==> src/rtl/port_b_arbiter.sv <==
// Port B arbiter: shares one synchronous-read memory port between VGA reads and
// SNES button-state writes, with a starvation bound so pending writes always land.
module port_b_arbiter #(
   parameter int                    ADDR_WIDTH   = 12,
   parameter logic [ADDR_WIDTH-1:0] SNES_ADDR    = 12'hFFF,
   parameter int                    STARVE_LIMIT = 8
) (
   input  logic                  clk,
   input  logic                  reset,
   input  logic                  vga_req,
   input  logic [ADDR_WIDTH-1:0] vga_addr,
   output logic                  vga_ack,
   output logic [15:0]           vga_data,
   input  logic                  snes_valid,
   input  logic [11:0]           button_data,
   output logic [ADDR_WIDTH-1:0] addr_b,
   output logic [15:0]           data_b,
   output logic                  w_en_b,
   input  logic [15:0]           mem_out_b,
   output logic                  pending
);

   localparam int             CW         = $clog2(STARVE_LIMIT + 1);
   localparam logic [CW-1:0]  STARVE_MAX = CW'(STARVE_LIMIT);

   typedef enum logic [1:0] {
      IDLE    = 2'd0,
      VGA_RD  = 2'd1,
      VGA_CAP = 2'd2,
      SNES_WR = 2'd3
   } state_t;

   state_t                  state;
   state_t                  state_next;
   logic [ADDR_WIDTH-1:0]   addr_next;
   logic [15:0]             data_next;
   logic                    wen_next;
   logic                    ack_next;
   logic [15:0]             vdata_next;
   logic                    pend_next;
   logic [11:0]             pend_data;
   logic [11:0]             pdata_next;
   logic [CW-1:0]           starve_cnt;
   logic [CW-1:0]           starve_next;
   logic                    starved;

   assign starved = pending && (starve_cnt == STARVE_MAX);

   // Next-state and next-output logic; every port-B output is registered.
   always_comb begin
      state_next  = state;
      addr_next   = addr_b;
      data_next   = data_b;
      wen_next    = 1'b0;
      ack_next    = 1'b0;
      vdata_next  = vga_data;
      pend_next   = pending;
      pdata_next  = pend_data;
      starve_next = starve_cnt;

      case (state)
         IDLE: begin
            if (vga_req && !starved) begin
               addr_next  = vga_addr;
               state_next = VGA_RD;
               if (pending && (starve_cnt != STARVE_MAX)) begin
                  starve_next = starve_cnt + CW'(1);
               end
            end else if (pending) begin
               addr_next  = SNES_ADDR;
               data_next  = {4'b0000, pend_data};
               wen_next   = 1'b1;
               state_next = SNES_WR;
            end
         end
         VGA_RD: begin
            state_next = VGA_CAP;
         end
         VGA_CAP: begin
            vdata_next = mem_out_b;
            ack_next   = 1'b1;
            state_next = IDLE;
         end
         SNES_WR: begin
            pend_next   = 1'b0;
            starve_next = '0;
            state_next  = IDLE;
         end
         default: begin
            state_next = IDLE;
         end
      endcase

      // A fresh button sample always wins, even over the write retiring now.
      if (snes_valid) begin
         pend_next  = 1'b1;
         pdata_next = button_data;
      end

      if (!pending) begin
         starve_next = '0;
      end
   end

   // State and output registers.
   always_ff @(posedge clk or negedge reset) begin
      if (!reset) begin
         state      <= IDLE;
         addr_b     <= '0;
         data_b     <= '0;
         w_en_b     <= 1'b0;
         vga_ack    <= 1'b0;
         vga_data   <= '0;
         pending    <= 1'b0;
         pend_data  <= '0;
         starve_cnt <= '0;
      end else begin
         state      <= state_next;
         addr_b     <= addr_next;
         data_b     <= data_next;
         w_en_b     <= wen_next;
         vga_ack    <= ack_next;
         vga_data   <= vdata_next;
         pending    <= pend_next;
         pend_data  <= pdata_next;
         starve_cnt <= starve_next;
      end
   end

endmodule

==> config.mk <==
export PLATFORM = sky130hd
export DESIGN_NAME = port_b_arbiter
export DESIGN_NICKNAME = d
export VERILOG_FILES = /design/src/rtl/port_b_arbiter.sv
export SDC_FILE = /design/constraint.sdc
export NUM_CORES = 1
export LEC_CHECK = 0
export ABC_AREA = 1
export ABC_CLOCK_PERIOD_IN_PS = 1700
export BUFFER_PORTS_ARGS = -buffer_cell sky130_fd_sc_hd__buf_2
export CAP_MARGIN = 20
export CORE_MARGIN = 5
export CORE_UTILIZATION = 48
export CTS_CLUSTER_DIAMETER = 150
export DETAILED_ROUTE_END_ITERATION = 6
export PLACE_DENSITY = 0.78
export SLEW_MARGIN = 15
export SYNTH_ARGS = -nofsm -noshare
export SYNTH_HDL_FRONTEND = slang
export SYNTH_SLANG_ARGS = --single-unit
==> constraint.sdc <==
create_clock -name clk -period 1.7 [get_ports clk]
set_input_delay 0 -clock clk [delete_from_list [all_inputs] [get_ports clk]]
set_output_delay 0 -clock clk [all_outputs]
set_load 0.005 [all_outputs]
# Word-level counts from Yosys, hierarchy flattened
# Index checks and enable logic that the tools add are counted.
# op_classes
n_mux	15
eq_ne	9
n_addsub	1
n_bitwise	1
reduce_logical	11
# op_table
operator	n
12-bit 2-to-1 mux	2
4-bit 2-to-1 mux	3
3-bit != test (second input constant)	3
4-bit one-hot mux with 2 select lines	1
1-bit 2-to-1 mux	6
2-bit one-hot mux with 3 select lines	1
3-bit AND reduction	2
4-bit by 1-bit adder with 4-bit output (second input constant)	1
2-bit equality test (second input constant)	2
4-bit equality test (second input constant)	1
2-bit 2-to-1 mux	2
4-bit != test (second input constant)	1
2-bit nonzero test	2
1-bit logical AND	3
3-bit by 1-bit != test with 1-bit output (second input constant)	1
2-bit by 1-bit equality test with 1-bit output (second input constant)	1
2-bit zero test	1
2-bit AND reduction	1
2-bit OR reduction	1
1-bit zero test	1
1-bit NOT	1
# word_totals
reg_bits	61
output_inout_bits	47
inputBits	44
wordCells	46

# Logic depth before layout (Yosys ltp)
# Gate-level depths: netlist (run 1).
# depth
word_depth	7
depth_mapped	9
depth_no_buf	8

# Least setup slack after synthesis (run 1)
# OpenSTA, ideal clock, no wires.
# synth_timing
kind	register -> register
startpoint	register starve_cnt[0]
endpoint	register starve_cnt[2]
setup_slack_ns	0.422
arrival_ns	1.162
path_stages_with_launch	10
period_less_slack_ns	1.278
required_time_ns	1.583
setup_time_ns	0.117
path_buffers	1
path_cell_list	dfrtp_1 inv_1 ha_1 nand4_1 nand2_1 nand2_2 buf_6 nand2_4 nand2_1 nand2_1
# synth_via
elab_chain_cells	6
elab_cells_between_ends	14
classes_between	add/sub (1); eq/ne (4); mux (4); reduce/logical (5)
# synth_lines
element	line_no	text
from (decl)	43	logic [CW-1:0] starve_cnt;
from (signal assigned)	126	starve_cnt <= starve_next;
branches (longest 6 deep; another with 4-bit by 1-bit adder with 4-bit output)	n/a	
# Parallel ways; which one is timed is not known. The select of a mux whose other input is x is not followed.
# A chain may end at the register's enable or synchronous reset.

# Final worst setup path (run 1)
# layout_timing
startpoint	register starve_cnt[0]
endpoint	register data_b[10]
# layout_via
elab_chain_cells	6
# layout_lines
element	line_no	text
4-bit equality test	47	assign starved = pending && (starve_cnt == STARVE_MAX);
1-bit logical AND	47	
1-bit zero test	63	if (vga_req && !starved) begin
1-bit logical AND	63	
1-bit NOT (no source line)	n/a	
3-bit AND reduction (no source line)	n/a	
to (signal assigned)	120	data_b <= data_next;
to (decl)	17	output logic [15:0] data_b,
# Every way passes these cells.

==> impl_metrics.py, run 1 <==
metrics = {
    "outcome": {
        "status": "finished clean",
    },
    "cts": {
        "htree_levels": 3,
        "cts_buffers": 9,
        "cts_tree": "built",
        "clk_latency_ns": 0.33,
        "cts_root_buffer": "clkbuf_8",
        "cts.sinks": 61,
        "clk_path_buf_depth": 2,
        "clkTransAtPathRegs_ns": 0.06,
    },
    "timing": {
        "tns_ns": 0,
        "fin_ws_ns": 0.195,
        "skew_ns": 0.0106,
        "slew_violations": 0,
        "finalWorstPathRequiredPeriod_ns": 1.50,
        "worst_pin_slew_ns": 0.599,
        "hold_viol_final": 0,
        "min_period_over_period_pct": 88.5,
        "relSlewSlack_pct": 60.0,
        "holdWs_ns": 0.0268,
        "rsz0062_at_grt": "no",
        "setup_violations": 0,
        "fmax_ghz": 0.665,
    },
    "critical_path": {
        "crit_required_ns": 1.95,
        "end_kind": "register",
        "startpoint_type": "register",
        "critPathArrivalTime_ns": 1.75,
        "path_class": "register to register",
        "critPathMaxFanout": 14,
    },
    "synthesis": {
        "avgSynthCellArea_sq_um": 9.44,
        "synth_top_area_share_pct": 62.4,
        "synthTopCellsByArea": "dfrtp_1 (62%), nand2_1 (13%), inv_1 (4.9%), o22ai_1 (3.1%), o21ai_0 (2.5%)",
        "yosys.area.top_type": "dfrtp_1",
        "yosysWarnings": 0,
        "syn_area_sq_mm": 0.00245,
        "synth_edf_count": 0,
        "synth-main-ff-cell": "dfrtp_1",
        "seq_area_frac_synth_pct": 62.4,
        "async_reset_ff_share_pct": 100,
        "ys_ff_latch": 61,
        "synthDistinctLibCells": 25,
        "synthCells": 259,
    },
    "final_layout": {
        "fillers": 389,
        "syn2layout_area_growth_pct": 42.7,
        "final_cells": 466,
        "drive_above_1_share_pct": 29.3,
        "multiInputGateArea_sq_um": 703,
        "regArea_sq_mm": 0.00153,
        "final_net_count": 438,
        "antenna_cells": 0,
        "fin_area_sq_mm": 0.00349,
    },
    "floorplan": {
        "start_util_pct": 48.5,
        "num_rows": 26,
        "ioPinCount": 91,
        "die_y_microns": 81.4,
        "die_x_microns": 81.4,
        "core-area_sq_mm": 0.00504,
        "die_area_sq_mm": 0.00662,
    },
    "placement": {
        "dp_cells": 410,
        "place_ws_ns": 0.220,
        "dp_hpwl_mm": 3.81,
        "gp_congestion": 0.803,
        "post_dp_cell_area_sq_mm": 0.00292,
        "io_buffers": 86,
    },
    "global_route": {
        "grt_pass1_wl_mm": 9.39,
        "grt_pass1_vias": 2012,
        "grt_use_total_pct": 19.1,
        "grt_max_degree": 26,
        "antenna_found_initial": 0,
        "gr-total-overflow": 0,
    },
    "drt": {
        "wl_per_cell_microns": 12.7,
        "routed_via_density": 4.51,
        "antenna_left": 0,
        "wl_mm": 5.94,
        "drc": 0,
        "drtIter0Drc": 108,
        "vias": 2102,
        "drt_pass1_iterations": 4,
    },
    "job": {
        "drv_cap": 0,
    },
    "worst_hold_path": {
        "min_path_type": "input pin to register",
    },
    "power_and_ir_drop": {
        "p_leak_nw": 1.85,
        "vdd_drop_max_v": 0.000830,
        "powerDensity_mw_per_mm2": 1540,
    },
}
[report_power, final]
group          switching (mW)  leakage (nW)  internal, mW
clock                   0.515        0.0833         0.557
combinational            1.13          1.04         0.860
sequential              0.313         0.729          1.99
[routing by layer]
| layer | wire [microns] | GRT usage [%] |
|---|---|---|
| met1 | 2410 | 23.3 |
| met4 | 193 | 11.1 |
| met3 | 228 | 3.44 |
| met2 | 3110 | 31.8 |
| met5 | 0 | 0 |
[kinds of logic (layout without fill, tap and decap cells)]
group / Yosys count / count (layout) / synth area share, %
and+or+nand+nor: 105 / 105 / 17.5
DFF: 61 / 61 / 62.4
buffers and inverters: 49 / 183 / 9.31
AOI/OAI and AO/OA: 40 / 40 / 9.26
adders and majority gates: 2 / 2 / 1.02
other: 1 / 4 / 0.153
xor gates and xnor gates: 1 / 1 / 0.358
[repair_timing]
| action | CTS | global route |
|---|---|---|
| hold buffers | 41 | 0 |
| resized for setup | 0 | 0 |
| setup buffers | 0 | 0 |
| endpoints found under the setup margin | 0 | 0 |
| endpoints found under the hold margin | 62 | 0 |
[worst paths after layout]
path | from | to | slack, ns | cells after the start
min reg2reg | vga_data[9] | vga_data[9] | 0.47 | 2
min in group asynchronous | reset | addr_b[9] | 0.20 | 2
min | vga_req | state[1] | 0.03 | 4
max reg2reg | starve_cnt[0] | data_b[10] | 0.20 | 8
max in group asynchronous | reset | vga_data[9] | 0.82 | 3
max | starve_cnt[0] | data_b[10] | 0.20 | 8
[per-stage QoR]
step,total power [mW],util [%]
floorplan,3.50,-
global placement,4.16,57.9
detailed placement,4.25,57.9
CTS,5.40,69.2
global route,5.81,69.2
finish,5.37,69.2
[cells in the final DEF, fill, tap and decap left out, types with 3 or more instances in the layout]
cell type      Yosys  layout
nand2_1           86      86
buf_4              7       5
o21ai_1           12      12
buf_2              2      86
nand3_1            5       5
conb_1             1       4
nor2_1             7       7
clkbuf_8           0      10
dfrtp_1           61      61
clkbuf_1           2       3
inv_1             32      32
o21ai_0           12      12
inv_2              4       4
dlygate4sd3_1      0      41
o22ai_1           12      12
[synth_stat cells, types with 2 or more instances]
cell and number:
ha_1 2, nor2_1 7, nand2_1 86, dfrtp_1 61
buf_6 2, a21oi_2 2, o21ai_0 12, o22ai_1 12
inv_2 4, nand3_1 5, buf_2 2, inv_1 32
clkbuf_1 2, buf_4 7, o21ai_1 12, nand2_2 2
[cell type report]
class	instances	share of cell area, %
Tap cell	70	2.51
Clock buffer	13	4.27
Multi-Input combinational cell	152	20.2
Sequential cell	61	43.7
Timing Repair Buffer	132	25.2
Clock inverter	2	0.287
Inverter	36	3.87
[sequential cells by signal, indices dropped and copies added, names as in the netlist]
| register | cells |
|---|---|
| vga_data | 16 |
| addr_b | 12 |
| data_b | 12 |
| pend_data | 12 |
| starve_cnt | 4 |
| state | 2 |
| pending | 1 |
| vga_ack | 1 |
| w_en_b | 1 |
[critical path, cell delays in order (launching register included)]
cell and delay [ns]:
dfrtp_1 0.42, inv_1 0.06, ha_1 0.21, nand4_1 0.11
nand2_1 0.09, nand2_2 0.14, buf_4 0.21, nand2_1 0.08
o21ai_1 0.10
(Power assumes the default switching activity.)
==> inputs of run 2 (changes only) <==
--- a/config.mk
+++ b/config.mk
@@ -10,10 +10,11 @@
 export BUFFER_PORTS_ARGS = -buffer_cell sky130_fd_sc_hd__buf_2
 export CAP_MARGIN = 20
 export CORE_MARGIN = 5
-export CORE_UTILIZATION = 48
+export CORE_UTILIZATION = 51
+export CTS_BUF_LIST = sky130_fd_sc_hd__clkbuf_4 sky130_fd_sc_hd__clkbuf_8
 export CTS_CLUSTER_DIAMETER = 150
 export DETAILED_ROUTE_END_ITERATION = 6
-export PLACE_DENSITY = 0.78
+export PLACE_DENSITY = 0.9
 export SLEW_MARGIN = 15
 export SYNTH_ARGS = -nofsm -noshare
 export SYNTH_HDL_FRONTEND = slang
==> impl_metrics.py, run 2 (synthesis results as in run 1) <==
metrics = {
    "outcome": {
        "status": "finished clean",
    },
    "final_layout": {
        "fillers": 303,
        "largest_reg_flops": 16,
        "antenna_cells": 0,
        "top_register": "vga_data",
        "final_net_count": 437,
        "final_cell_mix": "nand2_1 (86), buf_2 (86), dfrtp_1 (61), dlygate4sd3_1 (42), inv_1 (32)",
        "syn2layout_area_growth_pct": 43.2,
        "drive_above_1_share_pct": 29.8,
    },
    "critical_path": {
        "slowest_stage": "dfrtp_1",
        "critPathArrivalTime_ns": 1.73,
        "end_kind": "register",
        "critical-path-max-stage-delay_ns": 0.41,
        "critPathMaxFanout": 26,
        "startpoint_type": "register",
        "cpMostUsedCell": "nand2_1",
        "path_class": "register to register",
        "path_cells": "inv_1, ha_1, nand4_1, nand2_1, nand2_2, buf_12, nand2_1, o21ai_1",
        "cp_top_family": "simple AND/OR/NAND/NOR gates",
        "cp_num_buf_inv": 2,
        "crit_required_ns": 1.93,
    },
    "timing": {
        "setup_violations": 0,
        "min_period_over_period_pct": 88.5,
        "finalWorstPathRequiredPeriod_ns": 1.51,
        "tns_ns": 0,
        "relSlewSlack_pct": 58.6,
        "hold_viol_final": 0,
        "slew_violations": 0,
        "skew_ns": 0.00550,
        "holdWs_ns": 0.0979,
        "rsz0062_at_grt": "no",
        "fmax_ghz": 0.664,
        "worst_pin_slew_ns": 0.622,
    },
    "drt": {
        "drt_pass1_iterations": 4,
        "antenna_left": 0,
        "routed_via_density": 4.82,
        "drtIter0Drc": 79,
        "drc": 0,
        "vias": 2168,
        "wl_per_cell_microns": 13.9,
        "wl_mm": 6.24,
    },
    "floorplan": {
        "die_area_sq_mm": 0.00628,
        "ioPinCount": 91,
        "core-area_sq_mm": 0.00469,
        "start_util_pct": 52.1,
        "die_y_microns": 79.3,
        "die_x_microns": 79.3,
        "num_rows": 25,
    },
    "cts": {
        "htree_levels": 3,
        "cts_root_buffer": "clkbuf_8",
        "clk_path_buf_depth": 2,
        "cts_resized": 0,
        "cts_tree": "built",
        "clkTransAtPathRegs_ns": 0.06,
        "cts_buffers": 9,
        "post-cts-setup-buffer-count": 0,
        "cts.sinks": 61,
        "clk_latency_ns": 0.32,
    },
    "power_and_ir_drop": {
        "p_seq_share_pct": 42.4,
        "vdd_drop_max_v": 0.000852,
        "clockPowerShare_pct": 20.2,
        "share_comb_of_total_power_pct": 37.4,
        "p_leak_nw": 1.87,
        "fin_total_pwr_mw": 5.46,
        "p_int_mw": 3.48,
        "p_sw_share_pct": 36.3,
        "powerDensity_mw_per_mm2": 1560,
        "p_switching_mw": 1.98,
    },
    "global_route": {
        "grt_pass1_vias": 2340,
        "antenna_found_initial": 0,
        "grt_pass1_wl_mm": 10.6,
        "grt_max_degree": 35,
        "grt_use_total_pct": 22.3,
        "gr-total-overflow": 0,
    },
    "placement": {
        "dp_hpwl_mm": 3.85,
        "io_buffers": 86,
        "gp_congestion": 0.902,
    },
    "worst_hold_path": {
        "min_path_type": "input pin to register",
    },
    "job": {
        "drv_cap": 0,
    },
}
[run 2: changes by cell type in the layout (fill, tap and decap cells not counted)]
cell           change
clkbuf_8           -1
clkbuf_1           -3
buf_12             +2
clkbuf_4           +5
buf_4              -4
dlygate4sd3_1      +1
[run 2: final timing paths]
check | from | to | slack, ns | cells after the start
min in group asynchronous | reset | data_b[6] | 0.23 | 2
worst max register to register | starve_cnt[0] | data_b[9] | 0.19 | 8
worst min-delay path | snes_valid | pend_data[7] | 0.1 | 3
worst max-delay path | starve_cnt[0] | data_b[9] | 0.19 | 8
max in group asynchronous | reset | vga_data[12] | 0.87 | 3
worst min register to register | vga_data[3] | vga_data[3] | 0.47 | 2
[run 2: per-layer routing]
layer / track usage, % / share of wire [%] / vias up
met1: 23.9 / 38 / 1021
li1: - / - / 1060
met4: 14.3 / 3.4 / 0
met3: 4.76 / 4.4 / 18
met5: 0 / 0 / -
met2: 39.4 / 54 / 69
[run 2: cell type report]
class	instances	area, sq um	area share [%]
Clock buffer	14	161	4.61
Sequential cell	61	1530	43.6
Tap cell	54	67.6	1.93
Timing Repair Buffer	131	898	25.7
Inverter	36	135	3.86
Multi-Input combinational cell	152	703	20.1
Clock inverter	2	10.0	0.286
[run 2: worst reg2reg max path: cells and delay by family, from the launching register on]
| kind | cells | cell delay [ns] |
|---|---|---|
| buffers and inverters | 2 | 0.26 |
| AOI/OAI and AO/OA | 1 | 0.11 |
| and+or+nand+nor | 4 | 0.43 |
| DFF | 1 | 0.41 |
| adders and majority gates | 1 | 0.21 |
[run 2: through the flow]
step                cells  worst slack (ns)  instance area, sq um  util [%]
floorplan             262             0.422                  2460         -
global placement      392             0.329                  2910      62.0
detailed placement    392             0.222                  2910      62.0
CTS                   450             0.221                  3500      74.6
global route          450            0.0768                  3500      74.6
finish                450             0.195                  3500      74.6
[run 2: what timing repair did]
item | 4_1_cts | 5_1_grt
hold endpoints to repair | 68 | 0
hold buffers | 42 | 0
endpoints found under the setup margin | 0 | 0
[run 2: power groups by stage]
stage / clock [mW] / combinational [mW] / sequential [mW]
2_1_floorplan: 0 / 1.16 / 2.35
3_3_place_gp: 0 / 1.86 / 2.30
3_5_place_dp: 0 / 1.97 / 2.32
4_1_cts: 1.12 / 2.04 / 2.31
5_1_grt: 1.20 / 2.33 / 2.38
6_report: 1.10 / 2.04 / 2.32
==> inputs of run 3 (changes only) <==
--- a/config.mk
+++ b/config.mk
@@ -6,15 +6,15 @@
 export NUM_CORES = 1
 export LEC_CHECK = 0
 export ABC_AREA = 1
-export ABC_CLOCK_PERIOD_IN_PS = 1700
+export ABC_CLOCK_PERIOD_IN_PS = 1800
 export BUFFER_PORTS_ARGS = -buffer_cell sky130_fd_sc_hd__buf_2
 export CAP_MARGIN = 20
 export CORE_MARGIN = 5
-export CORE_UTILIZATION = 51
+export CORE_UTILIZATION = 54
 export CTS_BUF_LIST = sky130_fd_sc_hd__clkbuf_4 sky130_fd_sc_hd__clkbuf_8
 export CTS_CLUSTER_DIAMETER = 150
 export DETAILED_ROUTE_END_ITERATION = 6
-export PLACE_DENSITY = 0.9
+export PLACE_DENSITY = 0.94
 export SLEW_MARGIN = 15
 export SYNTH_ARGS = -nofsm -noshare
 export SYNTH_HDL_FRONTEND = slang
==> constraint.sdc (replaced) <==
create_clock -name clk -period 1.8 [get_ports clk]
set_input_delay 0 -clock clk [delete_from_list [all_inputs] [get_ports clk]]
set_output_delay 0 -clock clk [all_outputs]
set_load 0.005 [all_outputs]
==> impl_metrics.py, run 3 (synthesis results as in run 1) <==
metrics = {
    "final_layout": {
        "fin_area_sq_mm": 0.00346,
        "antenna_cells": 0,
        "final_cell_mix": "nand2_1 (86), buf_2 (86), dfrtp_1 (61), dlygate4sd3_1 (41), inv_1 (32)",
        "final_net_count": 435,
        "top_register": "vga_data",
        "drive_above_1_share_pct": 29.3,
        "largest_reg_flops": 16,
        "final_cells": 444,
        "syn2layout_area_growth_pct": 41.6,
        "fillers": 275,
    },
    "cts": {
        "htree_levels": 3,
        "clkTransAtPathRegs_ns": 0.06,
        "cts_tree": "built",
        "clk_path_buf_depth": 2,
        "cts_buffers": 9,
        "cts_root_buffer": "clkbuf_8",
        "cts.sinks": 61,
        "clk_latency_ns": 0.32,
    },
    "global_route": {
        "grt_pass1_vias": 2257,
        "grt_max_degree": 42,
        "gr-total-overflow": 0,
        "grt_pass1_wl_mm": 10.3,
        "antenna_found_initial": 0,
        "grt_use_total_pct": 22.1,
    },
    "floorplan": {
        "die_area_sq_mm": 0.00598,
        "die_x_microns": 77.3,
        "core-area_sq_mm": 0.00438,
        "die_y_microns": 77.3,
        "start_util_pct": 55.8,
        "num_rows": 24,
        "ioPinCount": 91,
    },
    "power_and_ir_drop": {
        "p_leak_nw": 1.85,
        "powerDensity_mw_per_mm2": 1460,
        "vdd_drop_max_v": 0.000884,
    },
    "timing": {
        "worst_pin_slew_ns": 0.608,
        "min_period_over_period_pct": 81.1,
        "relSlewSlack_pct": 59.5,
        "hold_viol_final": 0,
        "slew_violations": 0,
        "finalWorstPathRequiredPeriod_ns": 1.46,
        "fin_ws_ns": 0.341,
        "tns_ns": 0,
        "holdWs_ns": 0.0261,
        "setup_violations": 0,
        "fmax_ghz": 0.685,
        "skew_ns": 0.00887,
        "rsz0062_at_grt": "no",
    },
    "drt": {
        "drtIter0Drc": 117,
        "antenna_left": 0,
        "drc": 0,
        "wl_mm": 6.10,
        "drt_pass1_iterations": 4,
        "wl_per_cell_microns": 13.7,
        "routed_via_density": 4.80,
        "vias": 2133,
    },
    "critical_path": {
        "r2r-start": "starve_cnt[0]",
        "ff2ff_setup_slack_ns": 0.34,
        "critical_path.endpoint": "addr_b[7]",
        "end_kind": "register",
        "critPathLaunch": "starve_cnt[0]",
        "rr_worst_depth": 6,
        "critPathArrivalTime_ns": 1.67,
        "critPathMaxFanout": 12,
        "startpoint_type": "register",
        "path_class": "register to register",
        "crit_required_ns": 2.01,
        "r2r-end": "addr_b[7]",
    },
    "placement": {
        "post_dp_cell_area_sq_mm": 0.00290,
        "dp_hpwl_mm": 3.83,
        "io_buffers": 86,
        "place_ws_ns": 0.360,
        "dp_cells": 389,
        "gp_congestion": 0.774,
    },
    "worst_hold_path": {
        "min_path_type": "input pin to register",
    },
    "job": {
        "drv_cap": 0,
    },
    "outcome": {
        "status": "finished clean",
    },
}
-- run 3: cell types whose count changed in the layout (fill, tap and decap cells not counted) --
cell	delta
clkinv_2	+1
clkbuf_4	-3
dlygate4sd3_1	-1
buf_4	-1
-- run 3: critical path, stage by stage, from the launching register on --
cell and delay (ns):
dfrtp_1 0.41, inv_1 0.06, ha_1 0.20, nand4_1 0.11, nand2_1 0.27, o22ai_1 0.23
inv_1 0.06
-- run 3: how the worst min path moves through the flow --
stage	from	end	slack (ns)	cells after the start
3_3_place_gp	reset	addr_b[0]	-0.01	1
2_1_floorplan	reset	addr_b[0]	-0.30	0
5_1_grt	vga_req	state[1]	0.02	4
6_report	vga_req	state[1]	0.03	4
3_5_place_dp	reset	addr_b[0]	0.0002	1
4_1_cts	vga_req	state[1]	0.003	4
-- run 3: area by class of cell --
class	count	area, sq um	share of cell area [%]
Timing Repair Buffer	129	881	25.4
Sequential cell	61	1530	44.1
Clock buffer	11	139	4.01
Multi-Input combinational cell	152	703	20.3
Inverter	36	135	3.90
Clock inverter	3	15.0	0.433
Tap cell	52	65.1	1.88
-- run 3: layer usage --
| layer | vias to the layer above | track usage (%) | share of wire (%) |
|---|---|---|---|
| met2 | 78 | 39.0 | 52 |
| met3 | 15 | 6.44 | 5.5 |
| met5 | - | 0 | 0 |
| met4 | 0 | 11.5 | 2.9 |
| met1 | 984 | 23.6 | 39 |
| li1 | 1056 | - | - |
-- run 3: through the flow --
step                      power [mW]  util, %
after CTS                       5.09     79.0
after global placement          3.90     66.2
after floorplan                 3.31        -
after detailed placement        4.03     66.2
final                           5.05     79.0
after global routing            5.46     79.0
-- run 3: report_power, final --
group / total (mW) / switching [mW] / internal [mW] / leakage (nW)
combinational: 1.89 / 1.08 / 0.809 / 1.03
sequential: 2.19 / 0.306 / 1.88 / 0.729
clock: 0.969 / 0.462 / 0.507 / 0.0856
-- run 3: repair_timing --
item	in CTS	in global routing
gates resized for setup	0	0
hold buffers	41	0
buffers inserted	0	0
endpoints found under the hold margin	60	0
